<file path="config.mk">
export PLATFORM = sky130hd
export DESIGN_NAME = div_unit_flat
export DESIGN_NICKNAME = d
export VERILOG_FILES = /design/src/rtl/div_if.sv /design/src/rtl/div_unit.sv /design/src/flat_wrapper.sv
export SDC_FILE = /design/constraint.sdc
export NUM_CORES = 1
export LEC_CHECK = 0
export ABC_AREA = 1
export ABC_CLOCK_PERIOD_IN_PS = 4100
export CORE_MARGIN = 2
export CORE_UTILIZATION = 45
export CTS_BUF_LIST = sky130_fd_sc_hd__clkbuf_4 sky130_fd_sc_hd__clkbuf_8 sky130_fd_sc_hd__clkbuf_16
export DETAILED_ROUTE_END_ITERATION = 10
export GPL_ROUTABILITY_DRIVEN = 0
export PLACE_DENSITY = 0.74
export SLEW_MARGIN = 20
export SYNTH_ARGS = -nofsm -noshare
export SYNTH_HDL_FRONTEND = slang
export SYNTH_SLANG_ARGS = --single-unit
</file>
<file path="constraint.sdc">
create_clock -name clk -period 4.1 [get_ports clk]
set_input_delay 0.82 -clock clk [delete_from_list [all_inputs] [get_ports clk]]
set_output_delay 0.82 -clock clk [all_outputs]
set_load 0.1 [all_outputs]
</file>
<file path="src/rtl/div_if.sv">
// Handshake and result bus between the EX-stage control and the divider.
interface div_if #(
   parameter int unsigned DATA_W = 32
);
   logic              start;
   logic              annul;
   logic              signed_div;
   logic [DATA_W-1:0] dividend;
   logic [DATA_W-1:0] divisor;
   logic              busy;
   logic              done;
   logic [DATA_W-1:0] quotient;
   logic [DATA_W-1:0] remainder;

   modport master (
      output start, annul, signed_div, dividend, divisor,
      input  busy, done, quotient, remainder
   );

   modport slave (
      input  start, annul, signed_div, dividend, divisor,
      output busy, done, quotient, remainder
   );
endinterface

</file>
<file path="src/rtl/div_unit.sv">
// Multi-cycle radix-2 restoring divider (DIV/DIVU): quotient to LO, remainder to HI.
// Operands are reduced to magnitudes at acceptance; signs are applied on the final edge.
module div_unit #(
   parameter int unsigned DATA_W = 32
) (
   input  logic  clk,
   input  logic  resetn,
   div_if.slave  bus
);
   localparam int unsigned CNT_W = (DATA_W > 1) ? $clog2(DATA_W) : 1;

   typedef enum logic [1:0] {
      S_IDLE,
      S_DIVZERO,
      S_ON,
      S_END
   } state_t;

   state_t            state_q, state_d;
   logic              busy_q, busy_d;
   logic              done_q, done_d;
   logic [DATA_W-1:0] quotient_q, quotient_d;
   logic [DATA_W-1:0] remainder_q, remainder_d;
   logic [DATA_W-1:0] part_q, part_d;      // partial remainder
   logic [DATA_W-1:0] dvd_q, dvd_d;        // dividend bits shifting out, quotient bits shifting in
   logic [DATA_W-1:0] dsr_q, dsr_d;        // divisor magnitude
   logic [CNT_W-1:0]  cnt_q, cnt_d;
   logic              neg_quo_q, neg_quo_d;
   logic              neg_rem_q, neg_rem_d;

   logic [DATA_W:0]   shifted_c;
   logic [DATA_W:0]   diff_c;
   logic              borrow_c;
   logic [DATA_W-1:0] dd_abs_c;
   logic [DATA_W-1:0] ds_abs_c;

   assign bus.busy      = busy_q;
   assign bus.done      = done_q;
   assign bus.quotient  = quotient_q;
   assign bus.remainder = remainder_q;

   // Next-state, datapath step and result formatting.
   always_comb begin
      state_d     = state_q;
      busy_d      = busy_q;
      done_d      = 1'b0;
      quotient_d  = quotient_q;
      remainder_d = remainder_q;
      part_d      = part_q;
      dvd_d       = dvd_q;
      dsr_d       = dsr_q;
      cnt_d       = cnt_q;
      neg_quo_d   = neg_quo_q;
      neg_rem_d   = neg_rem_q;

      // Partial remainder is always below the divisor, so the shifted value
      // minus the divisor lies in [-dsr, dsr) and bit DATA_W is the borrow.
      shifted_c = {part_q, dvd_q[DATA_W-1]};
      diff_c    = shifted_c - {1'b0, dsr_q};
      borrow_c  = diff_c[DATA_W];

      // Negating the most negative value wraps to itself, read as unsigned 2^(W-1).
      dd_abs_c = (bus.signed_div && bus.dividend[DATA_W-1]) ? -bus.dividend : bus.dividend;
      ds_abs_c = (bus.signed_div && bus.divisor[DATA_W-1])  ? -bus.divisor  : bus.divisor;

      case (state_q)
         S_IDLE: begin
            if (bus.start && !bus.annul) begin
               part_d    = '0;
               dvd_d     = dd_abs_c;
               dsr_d     = ds_abs_c;
               cnt_d     = '0;
               neg_quo_d = bus.signed_div && (bus.dividend[DATA_W-1] ^ bus.divisor[DATA_W-1]);
               neg_rem_d = bus.signed_div && bus.dividend[DATA_W-1];
               busy_d    = 1'b1;
               state_d   = (bus.divisor == '0) ? S_DIVZERO : S_ON;
            end
         end
         S_DIVZERO: begin
            busy_d  = 1'b0;
            state_d = S_IDLE;
            if (!bus.annul) begin
               quotient_d  = '1;
               remainder_d = neg_rem_q ? -dvd_q : dvd_q;
               done_d      = 1'b1;
            end
         end
         S_ON: begin
            if (bus.annul) begin
               busy_d  = 1'b0;
               state_d = S_IDLE;
            end else begin
               part_d = borrow_c ? shifted_c[DATA_W-1:0] : diff_c[DATA_W-1:0];
               dvd_d  = {dvd_q[DATA_W-2:0], ~borrow_c};
               cnt_d  = cnt_q + 1'b1;
               if (cnt_q == CNT_W'(DATA_W - 1)) begin
                  state_d = S_END;
               end
            end
         end
         S_END: begin
            busy_d  = 1'b0;
            state_d = S_IDLE;
            if (!bus.annul) begin
               quotient_d  = neg_quo_q ? -dvd_q : dvd_q;
               remainder_d = neg_rem_q ? -part_q : part_q;
               done_d      = 1'b1;
            end
         end
         default: begin
            busy_d  = 1'b0;
            state_d = S_IDLE;
         end
      endcase
   end

   // State and datapath registers with synchronous active-low reset.
   always_ff @(posedge clk) begin
      if (!resetn) begin
         state_q     <= S_IDLE;
         busy_q      <= 1'b0;
         done_q      <= 1'b0;
         quotient_q  <= '0;
         remainder_q <= '0;
         part_q      <= '0;
         dvd_q       <= '0;
         dsr_q       <= '0;
         cnt_q       <= '0;
         neg_quo_q   <= 1'b0;
         neg_rem_q   <= 1'b0;
      end else begin
         state_q     <= state_d;
         busy_q      <= busy_d;
         done_q      <= done_d;
         quotient_q  <= quotient_d;
         remainder_q <= remainder_d;
         part_q      <= part_d;
         dvd_q       <= dvd_d;
         dsr_q       <= dsr_d;
         cnt_q       <= cnt_d;
         neg_quo_q   <= neg_quo_d;
         neg_rem_q   <= neg_rem_d;
      end
   end
endmodule

</file>
<file path="src/flat_wrapper.sv">
// flat-port wrapper written by rule: the top's interface ports become plain ports
module div_unit_flat 
#(
   parameter int unsigned DATA_W = 32
)
  (clk, resetn, bus_start, bus_annul, bus_signed_div, bus_dividend, bus_divisor, bus_busy, bus_done, bus_quotient, bus_remainder);
  div_if #(.DATA_W(DATA_W)) bus_i ();
  input  logic clk;
  input  logic resetn;
  input wire logic [$bits(bus_i.start)-1:0] bus_start;
  input wire logic [$bits(bus_i.annul)-1:0] bus_annul;
  input wire logic [$bits(bus_i.signed_div)-1:0] bus_signed_div;
  input wire logic [$bits(bus_i.dividend)-1:0] bus_dividend;
  input wire logic [$bits(bus_i.divisor)-1:0] bus_divisor;
  output wire logic [$bits(bus_i.busy)-1:0] bus_busy;
  output wire logic [$bits(bus_i.done)-1:0] bus_done;
  output wire logic [$bits(bus_i.quotient)-1:0] bus_quotient;
  output wire logic [$bits(bus_i.remainder)-1:0] bus_remainder;
  assign bus_i.start = bus_start;
  assign bus_i.annul = bus_annul;
  assign bus_i.signed_div = bus_signed_div;
  assign bus_i.dividend = bus_dividend;
  assign bus_i.divisor = bus_divisor;
  assign bus_busy = bus_i.busy;
  assign bus_done = bus_i.done;
  assign bus_quotient = bus_i.quotient;
  assign bus_remainder = bus_i.remainder;
  div_unit #(.DATA_W(DATA_W)) u_core (.clk(clk), .resetn(resetn), .bus(bus_i));
endmodule
</file>
==> impl_metrics.ini, run 1 <==
[clocking]
cts_setup_buffers = 0
cts_buffer_depth = 2
cts.repair.resized = 0
cts_hold_buf = 0
clock_sinks = 171
tritoncts = built
cts.clk_slew.worst_paths_ns = 0.07
clk_latency_ns = 0.44
htreeDepth = 4
root_buffer = clkbuf_16
numCtsBuffers = 17

[cells_and_area]
final_cell_count_no_fill = 2792
drive_gt1_share_pct = 5.16
area_growth_syn_to_layout_pct = 15.7
final_nets = 2497
antenna_cells = 0
seq_area_um2 = 3420
fillerInstances = 3029
layout_commonest_cell = nand2_1
final_cell_mix = nand2_1 (607), inv_1 (324), nor2_1 (233), nand3_1 (197), o21ai_0 (175)
multi_input_area_um2 = 8480

[placed_design]
port_buffers = 134
hpwlAfterDp_um = 35900
dpl.cell_count = 2760

[grt]
grt_pass1_wl_um = 73400
grtUsageMet3_pct = 5.03
first_global_vias = 14300
grt_usage_pct = 29.2
grt_most_used_layer = met2
use_met2_pct = 45.0
antenna_found_initial = 1
grt_max_degree = 71
overflow = 0
grtUsageMet1_pct = 39.9

[synth]
ys_seq_area_share_pct = 25.2
ys_async_sr_fraction_pct = 0
synthFlopType = dfxtp_1
ys_types = 46
avgSynthCellArea_um2 = 5.86
netlist_area_um2 = 13600
syn_nets = 2424
synth_enable_flop_cells = 0
ys_ff_latch = 171
yosys_warnings = 0
syn_inst = 2316

[route]
drt_iter0_drc = 1600
vias = 15700
drc_errors = 0
viasPerCell = 5.63
post_drt_wl_per_cell_um = 16.6
totalWireLength_um = 46200
antenna_left = 0
drt_pass1_iterations = 6

[worst_setup_path]
crit_type = reg2reg
crit_path_end_kind = flip-flop
max_stage_delay_ns = 0.42
reg2reg_from = u_core.dvd_q[31]
crit_arrival_ns = 3.35
worstPathCellList = inv_1 > ha_1 > fa_1 > inv_1 > nand2_1 > nand2_1 > nand3_1 > nand2_2 > nand2_2 > nand2_2 > nand2_4 > nand2_4 > nand2_4 > nand2_4 > nand3_1 > nand2_1 > a21oi_1
critPathLaunchType = flip-flop
path_max_fanout = 29
cp_top_family = simple AND/OR/NAND/NOR gates
timing.critical_path.from = u_core.dvd_q[31]
slowest_stage = dfxtp_1
cp_num_buf_inv = 2
required_ns = 4.42
path_common_cell = nand2_4

[timing]
hold-worst-slack_ns = 0.450
finalClockSkew_ns = 0.0142
max_freq_mhz = 330
hold_violations = 0
finalSetupViolCount = 0
timing.final.crit_period_ns = 3.03
final.setup.tns_ns = 0
drv_slew = 0
max_slew.worst_pin.slew_ns = 1.01
slew_headroom_pct = 32.5
finalCritPeriodShare_pct = 74.0
rsz0062_at_grt = no

[run]
drv_cap = 0

[hold_path]
hp-start = u_core.bus.quotient[15]
hp-class = reg2reg

[floorplan]
die_x_um = 178
rows = 63
die-area_um2 = 31600
ios = 135
die_y_um = 178
core-area_um2 = 29600
start_util_pct = 45.8

[power_and_ir_drop]
p_per_area_nw_per_um2 = 427
total_power_uw = 6700
leakagePower_uw = 0.00743
peakVddDrop_mv = 0.259

[run_status]
status = complete, no violations
==> through the flow <==
step / util (%) / setup WS, ns / area (um^2)
2_1_floorplan: - / 1.81 / 13600
3_3_place_gp: 51.0 / 0.906 / 15100
3_5_place_dp: 51.0 / 0.859 / 15100
4_1_cts: 53.0 / 1.12 / 15700
5_1_grt: 53.0 / 0.826 / 15700
6_report: 53.0 / 1.07 / 15700
==> worst min-delay path, stage by stage (launching register included) <==
cell	delay (ns)
dfxtp_1	0.31
nand2_1	0.06
nand2_1	0.04
==> synthesized netlist by cell type, types with 21 or more instances <==
| master | n | share of area, % |
|---|---|---|
| a21oi_1 | 161 | 5.9 |
| clkbuf_1 | 64 | 1.8 |
| ha_1 | 38 | 3.5 |
| inv_1 | 324 | 9.0 |
| o211ai_1 | 27 | 1.5 |
| nand4_1 | 33 | 1.5 |
| nor2_1 | 235 | 6.5 |
| inv_2 | 21 | 0.58 |
| xnor2_1 | 21 | 1.4 |
| nand2_1 | 607 | 17 |
| nand3_1 | 197 | 7.3 |
| dfxtp_1 | 171 | 25 |
| nand2_2 | 21 | 0.97 |
| o21ai_0 | 175 | 6.5 |
| xor2_1 | 33 | 2.1 |
| a31oi_1 | 26 | 1.2 |
| nor3_1 | 39 | 1.4 |
==> report_power, final <==
group | internal, uW | leakage (uW) | switching (uW)
logic | 853 | 0.00575 | 2220
registers | 1850 | 0.00139 | 172
clock network | 867 | 0.000281 | 743
==> sequential cells by signal, indices dropped and copies added, names as in the netlist, 2 cells and up <==
signal                count
u_core.bus.quotient      32
u_core.bus.remainder     32
u_core.cnt_q              5
u_core.dsr_q             32
u_core.dvd_q             32
u_core.part_q            32
u_core.state_q            2
==> routing by layer <==
metal  vias up  wire (um)
met2       812      19700
met5         -         13
met3       138       4570
met4         2       2040
met1      7121      19900
li1       7653          -
==> cell families after synthesis <==
kind of cell	after synthesis	synth area share, %
xor+xnor	54	3.48
fa+ha+maj	39	3.65
compound gates	450	18.6
buf+inv	437	12.4
simple gates	1165	36.6
flops	171	25.2
==> path summary, 6_finish.rpt <==
path | endpoint | slack (ns) | depth (start not counted)
max | u_core.part_q[31] | 1.07 | 17
min | u_core.bus.quotient[15] | 0.45 | 2
max reg2reg | u_core.part_q[31] | 1.07 | 17
min reg2reg | u_core.bus.quotient[15] | 0.45 | 2
==> final cells by class <==
class,count,area share (%)
flip-flops and latches,171,21.8
clock buffers,18,2.80
multi-input cells,1708,54.0
inverters,345,8.25
well taps,390,3.11
clock inverters,14,0.861
repair buffers,146,9.16
(Power assumes the default switching activity.)
==> run 2, diff against run 1 <==
Settings changed: ABC_CLOCK_PERIOD_IN_PS 4100 to 2850.
Clock period 4.1 ns to 2.85 ns, I/O delays scaled along.
==> impl_metrics.ini, run 2 (same netlist as run 1, synthesis figures left out) <==
[run_status]
status = complete, no violations

[cells_and_area]
drive_gt1_share_pct = 8.75
final_nets = 2519
final_cell_count_no_fill = 2814
design_area_um2 = 15800
antenna_cells = 0
layout_commonest_cell = nand2_1
area_growth_syn_to_layout_pct = 16.2
final_cell_mix = nand2_1 (607), inv_1 (324), nor2_1 (233), nand3_1 (197), o21ai_0 (175)
fillerInstances = 3009

[worst_setup_path]
max_stage_delay_ns = 0.39
critPathLaunchType = flip-flop
path_max_fanout = 3
r2r_slack_ns = 0.22
required_ns = 3.23
timing.critical_path.from = u_core.dvd_q[31]
path_common_cell = nand2_1
worstPathCellList = inv_1 > ha_1 > fa_1 > inv_1 > nand2_1 > nand2_1 > nand2_1 > o21bai_1 > nand2_1 > nand2_1 > nand2_1 > nand2_1 > nand2_1 > nand3_1 > nand2_1 > a21oi_1
crit_arrival_ns = 3.00
reg2reg_from = u_core.dvd_q[31]
crit_path_end_kind = flip-flop
crit_type = reg2reg
slowest_stage = fa_1

[placed_design]
hpwlAfterDp_um = 36500
dpl.cell_count = 2782
placed_area_um2 = 15200
port_buffers = 134

[floorplan]
die-area_um2 = 31600
ios = 135
die_x_um = 178
die_y_um = 178
core-area_um2 = 29600
rows = 63
start_util_pct = 45.8

[timing]
hold_violations = 0
slew_headroom_pct = 50.8
timing.final.crit_period_ns = 2.63
drv_slew = 0
finalClockSkew_ns = 0.0132
finalSetupViolCount = 0
max_freq_mhz = 381
max_slew.worst_pin.slew_ns = 0.736
finalCritPeriodShare_pct = 92.1

[clocking]
clk_latency_ns = 0.44
root_buffer = clkbuf_16
tritoncts = built
cts.clk_slew.worst_paths_ns = 0.08
cts_setup_buffers = 0
clock_sinks = 171
cts_buffer_depth = 2
numCtsBuffers = 17
htreeDepth = 4

[grt]
grt_pass1_wl_um = 74000
overflow = 0
first_global_vias = 14200
grt_max_degree = 89
antenna_found_initial = 0
grt_usage_pct = 29.4

[power_and_ir_drop]
leakagePower_uw = 0.00770
p_per_area_nw_per_um2 = 625
combPwrFrac_pct = 45.9
p_int_uw = 5280
sequentialPowerShare_pct = 29.4
switching_share_pct = 46.4
p_clk_share_pct = 24.7
total_power_uw = 9860
peakVddDrop_mv = 0.380
p_switching_uw = 4570

[route]
drc_errors = 0
antenna_left = 0
drt_pass1_iterations = 6
post_drt_wl_per_cell_um = 16.6
vias = 15800
viasPerCell = 5.61
totalWireLength_um = 46600
drt_iter0_drc = 1861

[hold_path]
hp-class = reg2reg
hp-start = u_core.bus.quotient[30]

[run]
drv_cap = 0
[run 2: changes by cell type in the layout (fill, tap and decap cells not counted)]
| cell | change |
|---|---|
| buf_12 | +3 |
| inv_6 | +1 |
| clkdlybuf4s50_1 | -66 |
| bufinv_16 | +1 |
| inv_8 | -1 |
| clkbuf_4 | +1 |
| clkinvlp_4 | -1 |
| nand2_4 | -1 |
| nand2_8 | +1 |
| buf_4 | +85 |
| clkinv_4 | +1 |
| clkinv_2 | -2 |
[run 2: final cells by class]
cell class	instances	area, um^2	share of cell area (%)
clock inverters	13	154	0.976
well taps	390	488	3.09
flip-flops and latches	171	3420	21.7
repair buffers	168	1480	9.36
inverters	345	1290	8.21
multi-input cells	1708	8490	53.8
clock buffers	19	447	2.83
[run 2: timing repair]
action                     in CTS  in global routing
resized for setup               0                  1
hold buffers                    0                  0
setup endpoints to repair       0                 11
[run 2: through the flow]
step / setup WS (ns) / util (%) / TNS [ns] / hold WS, ns
after floorplan: 0.561 / - / 0 / 0.455
after global placement: 0.142 / 51.2 / 0 / 0.443
after detailed placement: 0.0782 / 51.2 / 0 / 0.445
after CTS: 0.233 / 53.2 / 0 / 0.457
after global routing: -0.00131 / 53.2 / -0.00131 / 0.484
final: 0.224 / 53.2 / 0 / 0.457
[run 2: final timing paths]
check | end | depth (start not counted)
worst min-delay path | u_core.bus.quotient[30] | 2
worst min register to register | u_core.bus.quotient[30] | 2
worst max-delay path | u_core.part_q[30] | 16
worst max register to register | u_core.part_q[30] | 16
[run 2: power by group through the flow]
stage,Clock (uW),Sequential (uW),Combinational (uW)
2_1_floorplan,0,3390,2640
3_3_place_gp,0,2930,4330
3_5_place_dp,0,2940,4380
4_1_cts,2440,2880,4400
5_1_grt,2540,2920,4920
6_report,2440,2900,4520
[run 2: critical path: cells and delay by family, from the launching register on]
| kind | cells | cell delay, ns |
|---|---|---|
| flip-flops | 1 | 0.33 |
| AND/OR/NAND/NOR | 10 | 0.97 |
| adder cells (fa/ha/maj) | 2 | 0.60 |
| buffers and inverters | 2 | 0.18 |
| AO/OA/AOI/OAI | 2 | 0.49 |
[run 2: metal layers]
metal	up-vias	routed length [um]	track usage [%]
met5	-	0	0
met4	0	1700	10.3
met3	117	4670	5.12
met2	803	20000	45.1
met1	7168	20300	41.3
li1	7703	-	-
==> run 3, diff against run 2 <==
Settings changed: SLEW_MARGIN 20 to unset.
==> impl_metrics.ini, run 3 (same netlist as run 1, synthesis figures left out) <==
[run_status]
status = complete, no violations

[grt]
grt_pass1_wl_um = 74100
antenna_found_initial = 0
first_global_vias = 14300
grt_max_degree = 89
grt_usage_pct = 29.4
overflow = 0

[timing]
finalSetupViolCount = 0
hold_violations = 0
timing.final.crit_period_ns = 2.60
final.setup.tns_ns = 0
finalCritPeriodShare_pct = 91.2
drv_slew = 0
finalClockSkew_ns = 0.0112
slew_headroom_pct = 16.4
rsz0062_at_grt = no
max_freq_mhz = 385
max_slew.worst_pin.slew_ns = 1.25

[floorplan]
die_y_um = 178
die-area_um2 = 31600
ios = 135
core-area_um2 = 29600
rows = 63
die_x_um = 178
start_util_pct = 45.8

[worst_setup_path]
crit_path_end_kind = flip-flop
crit_type = reg2reg
required_ns = 3.21
r2r-end = u_core.part_q[31]
critPathLaunchType = flip-flop
crit_arrival_ns = 2.95
r2r_cells = 16
path_max_fanout = 5
r2r_slack_ns = 0.25
reg2reg_from = u_core.dvd_q[31]

[power_and_ir_drop]
sequentialPowerShare_pct = 29.7
switching_share_pct = 46.5
combPwrFrac_pct = 46.4
p_int_uw = 5230
total_power_uw = 9760
p_clk_share_pct = 23.9
leakagePower_uw = 0.00767
p_per_area_nw_per_um2 = 620
p_switching_uw = 4530
peakVddDrop_mv = 0.384

[placed_design]
port_buffers = 134
hpwlAfterDp_um = 36600

[run]
drv_cap = 0

[clocking]
clk_latency_ns = 0.43
cts.clk_slew.worst_paths_ns = 0.07
cts_buffer_depth = 2
cts_hold_buf = 0
numCtsBuffers = 17
cts_setup_buffers = 0
htreeDepth = 4
tritoncts = built
root_buffer = clkbuf_16
clock_sinks = 171

[hold_path]
hold_depth = 2
min_to = u_core.bus.quotient[30]
hp-class = reg2reg
hp-start = u_core.bus.quotient[30]

[route]
vias = 15900
totalWireLength_um = 46900
drc_errors = 0
viasPerCell = 5.66
drt_pass1_iterations = 6
post_drt_wl_per_cell_um = 16.7
antenna_left = 0
drt_iter0_drc = 1799

[cells_and_area]
drive_gt1_share_pct = 8.67
antenna_cells = 0
layout_commonest_cell = nand2_1
final_nets = 2519
area_growth_syn_to_layout_pct = 16.0
final_cell_mix = nand2_1 (607), inv_1 (324), nor2_1 (233), nand3_1 (197), o21ai_0 (175)
==> run 3: layout make-up <==
class	instances	area [um^2]
fillers	3035	13900
multi-input cells	1708	8490
flip-flops and latches	171	3420
repair buffers	168	1480
inverters	345	1290
well taps	390	488
clock buffers	17	425
clock inverters	12	140
==> run 3: repair_timing <==
action / in CTS / in global routing
resized for setup: 0 / 3
setup endpoints to repair: 0 / 19
endpoints found under the hold margin: 0 / 0
==> run 3: worst max path at each step <==
| stage | start | to | slack [ns] | cells past startpoint |
|---|---|---|---|---|
| 2_1_floorplan | u_core.dvd_q[31] | u_core.part_q[20] | 0.56 | 19 |
| 3_3_place_gp | bus_dividend[0] | u_core.dvd_q[26] | 0.14 | 11 |
| 3_5_place_dp | bus_dividend[0] | u_core.dvd_q[26] | 0.1 | 11 |
| 4_1_cts | u_core.dvd_q[31] | u_core.part_q[7] | 0.21 | 17 |
| 5_1_grt | u_core.dvd_q[31] | u_core.part_q[31] | 0.007 | 16 |
| 6_report | u_core.dvd_q[31] | u_core.part_q[31] | 0.25 | 16 |
==> run 3: critical path, cell delays in order (launching register included) <==
cell	delay [ns]
dfxtp_1	0.33
inv_1	0.07
ha_1	0.21
fa_1	0.39
inv_1	0.11
nand2_1	0.08
nand2_1	0.09
nand3_1	0.15
nand2_2	0.14
nand2_2	0.06
nand2_2	0.10
nand2_4	0.08
nand3_1	0.19
nand3_1	0.22
nand2_1	0.12
nand2_1	0.05
a21oi_1	0.12
==> run 3: stage by stage <==
step / std cells / hold slack (ns) / area [um^2] / worst slack [ns] / utilization [%]
global placement: 2782 / 0.443 / 15200 / 0.142 / 51.2
CTS: 2811 / 0.457 / 15700 / 0.207 / 53.1
detailed placement: 2782 / 0.445 / 15200 / 0.0964 / 51.2
floorplan: 2316 / 0.455 / 13600 / 0.561 / -
global route: 2811 / 0.479 / 15700 / 0.00688 / 53.1
finish: 2811 / 0.456 / 15700 / 0.251 / 53.1
==> run 3: layer usage <==
layer	share of wire [%]	global-route usage [%]	vias up
met3	10	5.33	123
met2	43	44.8	863
met1	43	41.2	7222
li1	-	-	7695
met5	0	0	-
met4	3.9	11.0	0
==> run 3: power by group through the flow <==
stage                     registers [uW]  logic (uW)  clock network (uW)
after floorplan                     3390        2640                   0
after global placement              2930        4330                   0
after detailed placement            2940        4380                   0
after CTS                           2880        4410                2330
after global routing                2920        4930                2440
final                               2900        4530                2330
